`src/rtl/fuzzy_pkg.sv`:
```
// fuzzy_pkg: shared states, rule table and arithmetic constants for the fuzzy engine
package fuzzy_pkg;
  typedef enum logic [2:0] {IDLE, FUZZ, RULE, DIV, DONE} state_t;
  localparam int LOW_MAX = 2047;
  localparam int MID_PT = 2048;
  localparam int FULL_SCALE = 4095;
  localparam int DIV_ITERS = 24;
  localparam int NUM_W = 24;
  localparam int DEN_W = 12;
  localparam logic [11:0] RULE_OUT [9] = '{
    12'd0,    12'd1024, 12'd2048,
    12'd1024, 12'd2048, 12'd3072,
    12'd2048, 12'd3072, 12'd4095
  };
endpackage

```
`src/rtl/fuzzy_engine_if.sv`:
```
// fuzzy_engine_if: request/result bundle between the ADC side and the fuzzy engine
interface fuzzy_engine_if #(parameter int DATA_W = 12);
  logic              start;
  logic [DATA_W-1:0] v1;
  logic [DATA_W-1:0] v2;
  logic              busy;
  logic              done;
  logic [DATA_W-1:0] out;
  modport master(output start, v1, v2, input busy, done, out);
  modport slave(input start, v1, v2, output busy, done, out);
endinterface

```
`src/rtl/fuzzy_divider.sv`:
```
// fuzzy_divider: sequential restoring divider, one quotient bit per cycle
module fuzzy_divider
  import fuzzy_pkg::*;
(
  input  logic             clk,
  input  logic             rst_n,
  input  logic             start,
  input  logic [NUM_W-1:0] dividend,
  input  logic [DEN_W-1:0] divisor,
  output logic             done,
  output logic [NUM_W-1:0] quotient
);
  logic [NUM_W-1:0] quo_q, quo_d, quo_n;
  logic [DEN_W-1:0] rem_q, rem_d, rem_n, dvs_q, dvs_d;
  logic [DEN_W:0]   rem_s;
  logic [4:0]       cnt_q, cnt_d;
  logic             busy_q, busy_d, ge;
  always_comb begin
    rem_s  = {rem_q, quo_q[NUM_W-1]};
    ge     = rem_s >= {1'b0, dvs_q};
    rem_n  = ge ? DEN_W'(rem_s - {1'b0, dvs_q}) : rem_s[DEN_W-1:0];
    quo_n  = {quo_q[NUM_W-2:0], ge};
    quo_d  = start ? dividend : busy_q ? quo_n : quo_q;
    rem_d  = start ? '0 : busy_q ? rem_n : rem_q;
    dvs_d  = start ? divisor : dvs_q;
    cnt_d  = start ? 5'(DIV_ITERS) : busy_q ? cnt_q - 5'd1 : cnt_q;
    busy_d = start || (busy_q && cnt_q != 5'd1);
  end
  // done marks the cycle whose edge commits the final quotient bit
  assign done     = busy_q && cnt_q == 5'd1;
  assign quotient = quo_n;
  always_ff @(posedge clk or negedge rst_n)
    if (!rst_n) begin
      quo_q  <= '0;
      rem_q  <= '0;
      dvs_q  <= '0;
      cnt_q  <= '0;
      busy_q <= 1'b0;
    end else begin
      quo_q  <= quo_d;
      rem_q  <= rem_d;
      dvs_q  <= dvs_d;
      cnt_q  <= cnt_d;
      busy_q <= busy_d;
    end
endmodule

```
`src/rtl/fuzzy_engine.sv`:
```
// fuzzy_engine: two-input Mamdani-style controller with weighted-average defuzzification
module fuzzy_engine
  import fuzzy_pkg::*;
#(
  parameter int DATA_W = 12,
  parameter int MU_W   = 8
)
(
  input logic           clk,
  input logic           rst_n,
  fuzzy_engine_if.slave bus
);
  typedef logic [2:0][MU_W-1:0] mu_t;
  localparam logic [DATA_W-1:0] X_LO   = DATA_W'(LOW_MAX);
  localparam logic [DATA_W-1:0] X_MID  = DATA_W'(MID_PT);
  localparam logic [DATA_W-1:0] X_FULL = DATA_W'(FULL_SCALE);
  state_t            state_q, state_d;
  logic [DATA_W-1:0] v1_q, v1_d, v2_q, v2_d, out_q, out_d;
  mu_t               mu1_q, mu1_d, mu2_q, mu2_d;
  logic [NUM_W-1:0]  num_q, num_d, quot;
  logic [DEN_W-1:0]  den_q, den_d;
  logic [1:0]        i_q, i_d, j_q, j_d;
  logic [3:0]        ri;
  logic [MU_W-1:0]   w;
  logic              done_q, done_d, div_start, div_done;
  function automatic mu_t fuzz(input logic [DATA_W-1:0] x);
    logic lo;
    lo = x < X_MID;
    fuzz[0] = lo ? MU_W'((X_LO - x) >> 3) : '0;
    fuzz[1] = MU_W'((lo ? x : X_FULL - x) >> 3);
    fuzz[2] = lo ? '0 : MU_W'((x - X_MID) >> 3);
  endfunction
  assign w  = mu1_q[i_q] < mu2_q[j_q] ? mu1_q[i_q] : mu2_q[j_q];
  assign ri = 4'(i_q) * 4'd3 + 4'(j_q);
  always_comb begin
    state_d   = state_q;
    v1_d      = v1_q;
    v2_d      = v2_q;
    out_d     = out_q;
    mu1_d     = mu1_q;
    mu2_d     = mu2_q;
    num_d     = num_q;
    den_d     = den_q;
    i_d       = i_q;
    j_d       = j_q;
    done_d    = 1'b0;
    div_start = 1'b0;
    case (state_q)
      IDLE: if (bus.start) begin
        v1_d    = bus.v1;
        v2_d    = bus.v2;
        state_d = FUZZ;
      end
      FUZZ: begin
        mu1_d   = fuzz(v1_q);
        mu2_d   = fuzz(v2_q);
        num_d   = '0;
        den_d   = '0;
        i_d     = '0;
        j_d     = '0;
        state_d = RULE;
      end
      RULE: begin
        num_d     = num_q + NUM_W'(w) * NUM_W'(RULE_OUT[ri]);
        den_d     = den_q + DEN_W'(w);
        j_d       = j_q == 2'd2 ? 2'd0 : j_q + 2'd1;
        i_d       = j_q != 2'd2 ? i_q : i_q == 2'd2 ? 2'd0 : i_q + 2'd1;
        // the divider loads the final sums on the same edge the last rule lands
        div_start = i_q == 2'd2 && j_q == 2'd2;
        state_d   = div_start ? DIV : RULE;
      end
      DIV: if (div_done) begin
        out_d   = den_q == '0 ? '0 : DATA_W'(quot);
        done_d  = 1'b1;
        state_d = DONE;
      end
      default: state_d = IDLE;
    endcase
  end
  fuzzy_divider u_div (
    .clk      (clk),
    .rst_n    (rst_n),
    .start    (div_start),
    .dividend (num_d),
    .divisor  (den_d),
    .done     (div_done),
    .quotient (quot)
  );
  assign bus.busy = state_q != IDLE;
  assign bus.done = done_q;
  assign bus.out  = out_q;
  always_ff @(posedge clk or negedge rst_n)
    if (!rst_n) begin
      state_q <= IDLE;
      v1_q    <= '0;
      v2_q    <= '0;
      out_q   <= '0;
      mu1_q   <= '0;
      mu2_q   <= '0;
      num_q   <= '0;
      den_q   <= '0;
      i_q     <= '0;
      j_q     <= '0;
      done_q  <= 1'b0;
    end else begin
      state_q <= state_d;
      v1_q    <= v1_d;
      v2_q    <= v2_d;
      out_q   <= out_d;
      mu1_q   <= mu1_d;
      mu2_q   <= mu2_d;
      num_q   <= num_d;
      den_q   <= den_d;
      i_q     <= i_d;
      j_q     <= j_d;
      done_q  <= done_d;
    end
endmodule
```
`src/flat_wrapper.sv`:
```
// flat-port wrapper written by rule: the top's interface ports become plain ports
module fuzzy_engine_flat import fuzzy_pkg::*;
#(
  parameter int DATA_W = 12,
  parameter int MU_W   = 8
)
  (clk, rst_n, bus_start, bus_v1, bus_v2, bus_busy, bus_done, bus_out);
  fuzzy_engine_if #(.DATA_W(DATA_W)) bus_i ();
  input logic clk;
  input logic rst_n;
  input wire logic [$bits(bus_i.start)-1:0] bus_start;
  input wire logic [$bits(bus_i.v1)-1:0] bus_v1;
  input wire logic [$bits(bus_i.v2)-1:0] bus_v2;
  output wire logic [$bits(bus_i.busy)-1:0] bus_busy;
  output wire logic [$bits(bus_i.done)-1:0] bus_done;
  output wire logic [$bits(bus_i.out)-1:0] bus_out;
  assign bus_i.start = bus_start;
  assign bus_i.v1 = bus_v1;
  assign bus_i.v2 = bus_v2;
  assign bus_busy = bus_i.busy;
  assign bus_done = bus_i.done;
  assign bus_out = bus_i.out;
  fuzzy_engine #(.DATA_W(DATA_W), .MU_W(MU_W)) u_core (.clk(clk), .rst_n(rst_n), .bus(bus_i));
endmodule
```
`config.mk`:
```
export PLATFORM = sky130hd
export DESIGN_NAME = fuzzy_engine_flat
export DESIGN_NICKNAME = d
export VERILOG_FILES = /design/src/rtl/fuzzy_pkg.sv /design/src/rtl/fuzzy_engine_if.sv /design/src/rtl/fuzzy_divider.sv /design/src/rtl/fuzzy_engine.sv /design/src/flat_wrapper.sv
export SDC_FILE = /design/constraint.sdc
export NUM_CORES = 1
export LEC_CHECK = 0
export ABC_AREA = 1
export CORE_ASPECT_RATIO = 0.75
export CORE_MARGIN = 2
export CORE_UTILIZATION = 60
export DETAILED_ROUTE_END_ITERATION = 8
export PLACE_DENSITY = 0.78
export SLEW_MARGIN = 0
export SYNTH_ARGS = -nofsm -noshare
export SYNTH_HDL_FRONTEND = slang
export SYNTH_SLANG_ARGS = --single-unit
export TNS_END_PERCENT = 50
```
`constraint.sdc`:
```
create_clock -name clk -period 11 [get_ports clk]
set_clock_uncertainty 0.1 [all_clocks]
set_input_delay 1.1 -clock clk [delete_from_list [all_inputs] [get_ports clk]]
set_output_delay 1.1 -clock clk [all_outputs]
set_load 0.05 [all_outputs]
```
==> metrics.md, run 1 <==
| Metric | Value |
|---|---|
| Yosys top cell area share | 0.3622 |
| RSZ-0062 raised after global routing | false |
| Main combinational cell family by area after synthesis | adder cells |
| Synth async-reset ratio | 1.000 |
| Post-synth top cells | nand2_1, inv_1, dfrtp_1 |
| Gpl congestion | 0.9097 |
| Clock buffer depth | 2 |
| Core Util, Final | 0.6635 |
| Max Slew Vio Count | 0 |
| DRC | 0 |
| Worst-Margin Slew | 1.015 ns |
| FMAX | 124.7 MHz |
| I/O Buffers | 34 |
| Compound-Gate Fraction of Synth Area | 0.1136 |
| Final Hold Vio Count | 0 |
| Wire length of the first global-routing pass | roughly 47 mm |
| Routed vias | between 9000 and 10000 |
| Synth Area in Adders | 0.2155 |
| Synth area leaders | dfrtp_1, nand2_1, ha_1 |
| Fillers | 1649 |
| Number of global-route vias before repair | 9782 |
| Maxcap violations | 0 |
| CP Class | register to register |
| Worst Hold Depth | 2 |
| Clock Latency Late Sink | 0.45 ns |
| Top-count cell post-synth | nand2_1 |
| Top cell by count, worst path | inv_1 |
| Metal2 WL | 12.60 mm |
| Hold Buf Count CTS | 0 |
| Required @ worst endpoint | roughly 11 ns |
| CP arrival | approximately 8.3 ns |
| Tcrit/Tclk final | 0.7292 |
| # IOs | 41 |
| Synthesis-to-finish area growth | 9.374% |
| Relative max-transition margin | 0.3232 |
| Simple-gate portion of the synthesized area | 0.2002 |
| Cell variety after synth | 51 |
| Core area | roughly 20000 sq um |
| 1st-pass router iterations | 5 |
| WHS Endpoint | u_core.mu1_q[15] |
| Post-Route Setup TNS | 0 ns |
| Met3 routed WL | 1.442 mm |
| Htree depth | 4 |
| Layout cells sized above 1 | 0.04784 |
| R2R cell count | 28 |
| Critical-path top delay cell | a211oi_1 |
| Setup ws final | 2.979 ns |
| Period minus WS final | about 8 ns |
| Syn Std Cell Area | about 12000 sq um |
| R2r endpoint | u_core.u_div.quo_q[16] |
| Gr usage total | 0.2741 |
| DIE HEIGHT | 127.3 microns |
| Number of synthesized flops with an enable pin | 0 |
| Largest net degree at the start of global routing | 102 |
| Sequential area share after synthesis | 0.3622 |
| Clk sinks | 176 |
| Initial DRC Count | approximately 840 |
| R2R setup slack | 2.98 ns |
| Clock buffer count from CTS | 17 |
| Top FF cell, synth | dfrtp_1 |
| Avg WL per Cell | 15.45 microns |
| Crit path largest cell delay | approximately 0.8 ns |
| HP Start | u_core.mu1_q[15] |
| Place WS | 3.151 ns |
| Cell taking the most area after synthesis | dfrtp_1 |
| CTS clk-pin slew, worst paths | 0.07 ns |
| CTS root buffer | clkbuf_16 |
| Chip width | 168.4 microns |
| Vias/cell | 5.487 |
| WL final | 27.56 mm |
| Initial antenna violation count | 0 |
| # diodes | 0 |
| Gates resized, CTS repair | 0 |
| Syn Inst Count | ~1500 |
| Highest routed metal layer | met4 |
| Setup crit start kind | register |
| Initial core utilization | 0.6067 |
| Die ar. | 21430 sq um |
| Final HPWL DP | ~20 mm |
| M1 WL | 12.99 mm |
| Reg-to-Reg Start | u_core.i_q[0] |
| Setup crit end kind | register |
| Synth Warn # | 0 |
| Status | complete, no violations |
| Postcts setup bufs | 0 |
| Post-synthesis mux area share | 0 |
| Post-synthesis register bit count | about 180 |
| CTS tree | done |
| Row Count | 45 |
| DRT antenna net count | 0 |
| Gr ovfl total | 0 |
| Syn Area/Cell | roughly 8 sq um |
| Crit-path max FO | 16 |
| NumNets Final | 1715 |
| HP Class | register to register |
| XOR/XNOR Fraction of Synth Area | 0.01224 |
| Synth Net Count | 1692 |
| Setup violators final | 0 |
layer usage:
metal	vias to the layer above	track usage
li1	4785	-
met1	4703	0.3876
met2	253	0.4423
met3	48	0.04585
met4	0	0.07809
met5	-	0
through the flow:
stage | instance area (sq um) | instances | hold slack, ns
floorplan | 12160 | 1491 | 0.3338
global placement | 12700 | 1753 | 0.3472
detailed placement | 12700 | 1753 | 0.3560
CTS | 13300 | 1784 | 0.3731
global route | 13300 | 1784 | 0.3927
finish | 13300 | 1784 | 0.3703
how the worst max path moves through the flow:
stage | start | to | cells past startpoint | slack, ns
2_1_floorplan | u_core.i_q[0] | u_core.u_div.quo_q[16] | 31 | 4.60
3_3_place_gp | u_core.i_q[0] | u_core.u_div.quo_q[16] | 28 | 3.31
3_5_place_dp | u_core.i_q[0] | u_core.u_div.quo_q[16] | 29 | 3.15
4_1_cts | u_core.i_q[0] | u_core.u_div.quo_q[16] | 28 | 3.07
5_1_grt | u_core.i_q[0] | u_core.u_div.quo_q[17] | 29 | 2.48
6_report | u_core.i_q[0] | u_core.u_div.quo_q[16] | 28 | 2.98
cells in the final DEF (no fill, tap or decap), drive strengths merged, types with 7 or more instances in the layout:
master         Yosys  layout
o22ai             25      25
xor2              10      10
ha               115     115
clkbuf            17      21
fa                59      59
nand3             60      60
nor4               7       7
clkdlybuf4s50      0      33
a21o               9       9
inv              266     270
nand2            413     413
a21oi             69      69
nor2              93      93
xnor2              7       7
o21ai             77      77
or2               10      10
a22o               8       8
dfrtp            176     176
o221ai            11      11
area by class of cell:
cell class	instances	area, sq um	share of cell area
Multi-Input combinational cell	1014	6591	0.4956
Sequential cell	176	4404	0.3311
Inverter	266	998.5	0.07507
Clock buffer	21	480.5	0.03612
Timing Repair Buffer	39	379.1	0.02850
Tap cell	258	322.8	0.02427
Clock inverter	10	123.9	0.009313
worst max-delay path: cells and delay by family, from the launching register on:
family,cells,cell delay (ns)
and+or+nand+nor,9,1.20
buffers and inverters,6,0.79
adders and majority gates,6,2.76
AOI/OAI and AO/OA,7,2.39
DFF,1,0.73
cells by family (layout without fill, tap and decap cells):
group           after synthesis  count (layout)
flops                       176             176
xor+xnor                     17              17
simple gates                593             593
buf+inv                     301             336
fa+ha+maj                   174             174
compound gates              230             230
registers in the layout, indices dropped and copies added, names as in the netlist, 12 cells and up:
signal,flops
u_core.bus.out,12
u_core.mu1_q,24
u_core.den_q,12
u_core.num_q,24
u_core.mu2_q,24
u_core.u_div.rem_q,12
u_core.u_div.quo_q,24
u_core.u_div.dvs_q,12
Power of run 1 is not shown: default switching activity piles up to over one toggle a cycle in this logic, so the estimate is an artifact.
==> run 2, diff against run 1 <==
- CORE_UTILIZATION: 60 -> 57
- clock period: 11 -> 7.2 ns (I/O delays scaled with it)
==> run 2 against run 1 <==
Hold slack worse by 0.050 ns. Setup slack got worse by 2.6 ns. Critical path depth increased by 5. Fmax grew 17%. Global-route usage shrank 1.4 points. Non-clock buffer count grew 22. Via count grew 1.0%. Core utilization fell by 1.7 points. Sequential cell count did not move. Final area rose by 2.1%. Wire length rose by 0.32%. Final cell count increased by 3.0%.
==> metrics.md, run 2 (synthesis results as in run 1) <==
| Metric | Value |
|---|---|
| Clock buffer depth | 2 (unchanged) |
| Chip width | 172.7 microns (+2.5%) |
| Commonest non-fill, non-tap cell in the layout | nand2_1 |
| Routed vias | 9890 (+1.0%) |
| Vias/cell | 5.381 (-1.9%) |
| R2r endpoint | u_core.u_div.quo_q[16] |
| # diodes | 0 (unchanged) |
| Wire length of the first global-routing pass | 47.04 mm (+0.65%) |
| Setup crit end kind | register |
| R2R cell count | 33 (+18%) |
| Clock Latency Late Sink | 0.44 ns (about the same) |
| Final Hold Vio Count | 0 (unchanged) |
| CP arrival | 7.12 ns (-1.17 ns) |
| I/O Buffers | 34 (unchanged) |
| Setup violators final | 0 (unchanged) |
| NumNets Final | 1738 (+1.3%) |
| Relative max-transition margin | 0.2701 (-0.05310) |
| Gr ovfl total | 0 (unchanged) |
| WL final | 27.64 mm (+0.32%) |
| Maxcap violations | 0 (unchanged) |
| Initial core utilization | 0.5789 (-0.02782) |
| R2R setup slack | 0.36 ns (-2.62 ns) |
| Critical-path top delay cell | fa_1 |
| CTS tree | done |
| Core area | 21010 sq um (+4.8%) |
| Tcrit/Tclk final | 0.9499 (+0.2207) |
| Clock buffer count from CTS | 17 (unchanged) |
| Hold Buf Count CTS | 0 (unchanged) |
| Max Slew Vio Count | 0 (unchanged) |
| Setup crit start kind | register |
| Die ar. | 22530 sq um (+5.1%) |
| Crit-path max FO | 11 (-5) |
| CP Class | register to register |
| Initial antenna violation count | 0 (unchanged) |
| Post-Route Setup TNS | 0 ns (unchanged) |
| Status | complete, no violations |
| Htree depth | 4 (unchanged) |
| Clk sinks | 176 (unchanged) |
| # IOs | 41 (unchanged) |
| Worst-Margin Slew | 1.095 ns (+0.07965 ns) |
| CP Launch Point | u_core.i_q[0] |
| HP Class | input pin to async pin |
| Largest net degree at the start of global routing | 108 (+5.9%) |
| Required @ worst endpoint | 7.48 ns (-3.79 ns) |
| Gpl congestion | 0.9526 (+4.7%) |
| RSZ-0062 raised after global routing | false |
| Layout cells sized above 1 | 0.07355 (+0.02571) |
| FMAX | 146.2 MHz (+17%) |
| Sequential cell area | 4407 sq um (about the same) |
| Top cell by count, worst path | inv_1 |
| DRT antenna net count | 0 (unchanged) |
| DIE HEIGHT | 130.5 microns (+2.5%) |
| Period minus WS final | 6.839 ns (-1.182 ns) |
| Fillers | 1739 (+5.5%) |
| Reg-to-Reg Start | u_core.i_q[0] |
| Area of the multi-input gates | 6674 sq um (+1.3%) |
| Row Count | 46 (+2.2%) |
| Crit path largest cell delay | 0.55 ns (-0.25 ns) |
| Final HPWL DP | 20.45 mm (+2.4%) |
| 1st-pass router iterations | 5 (unchanged) |
| CTS root buffer | clkbuf_16 |
| Synthesis-to-finish area growth | 11.63% |
| Initial DRC Count | 968 (+16%) |
| Avg WL per Cell | 15.04 microns (-2.6%) |
| CTS clk-pin slew, worst paths | 0.08 ns (about the same) |
| Critical path capture point | u_core.u_div.quo_q[16] |
| Most frequent cells in the layout | nand2_1, inv_1, dfrtp_1, ha_1, nor2_1 |
| DRC | 0 (unchanged) |
| Number of global-route vias before repair | 9804 (+0.22%) |
| Gr usage total | 0.2603 (-0.01379) |
## run 2: changes by cell type in the layout (fill, tap and decap cells not counted), moves of 3 or more
cell,previous run,this run
a21oi_1,68,63
a21oi_2,1,6
buf_4,5,27
clkbuf_8,4,1
clkinvlp_4,1,5
inv_8,1,4
o21ai_0,71,68
o21ai_1,3,6
## run 2: stage by stage
stage / setup slack (ns) / cell area, sq um / std cells / hold slack [ns] / util
finish: 0.3608 / 13570 / 1838 / 0.3203 / 0.6462
global route: 0.05019 / 13570 / 1838 / 0.3924 / 0.6462
CTS: 0.05776 / 13470 / 1835 / 0.3601 / 0.6414
detailed placement: 0.09193 / 12880 / 1803 / 0.3511 / 0.6133
global placement: 0.3778 / 12880 / 1803 / 0.3478 / 0.6133
floorplan: 0.8040 / 12160 / 1491 / 0.3244 / -
## run 2: how the worst min path moves through the flow
stage                                start                to  cells past startpoint
final                                rst_n   u_core.mu2_q[9]                      1
after global routing      u_core.mu1_q[11]  u_core.mu1_q[11]                      2
after CTS                            rst_n   u_core.mu2_q[9]                      1
after detailed placement  u_core.mu1_q[11]  u_core.mu1_q[11]                      2
after global placement    u_core.mu1_q[11]  u_core.mu1_q[11]                      2
after floorplan                      rst_n   u_core.bus.done                      0
## run 2: final cells by class
cell class / instances / area share
clock buffers: 18 / 0.03235
multi-input cells: 1015 / 0.4917
clock inverters: 14 / 0.01115
repair buffers: 61 / 0.04010
well taps: 288 / 0.02655
inverters: 266 / 0.07356
flip-flops and latches: 176 / 0.3246
## run 2: what timing repair did
item	4_1_cts	5_1_grt
endpoints found under the setup margin	0	27
buffers inserted	0	2
gates resized for setup	0	22
## run 2: critical path, delay by kind of cell, from the launching register on
family                     cells  cell delay (ns)
AOI/OAI and AO/OA              6             1.23
buffers and inverters          9             0.85
and+or+nand+nor               12             1.53
adders and majority gates      6             2.59
DFF                            1             0.44
## run 2: layer usage
metal  GRT usage  wire length [microns]  up-vias
met4     0.06132                    412        0
met2      0.4429                  12900      262
met1      0.3578                  12820     4772
met5           0                      0        -
li1            -                      -     4824
met3     0.04022                   1519       32
Power of run 2 is left out for the same reason.
==> run 3, diff against run 2 <==
- ABC_CLOCK_PERIOD_IN_PS: unset -> 7200
==> results of run 3 <==
Final layout, timing and power as in run 2 (identical DEF).
Power of run 3 is left out for the same reason.
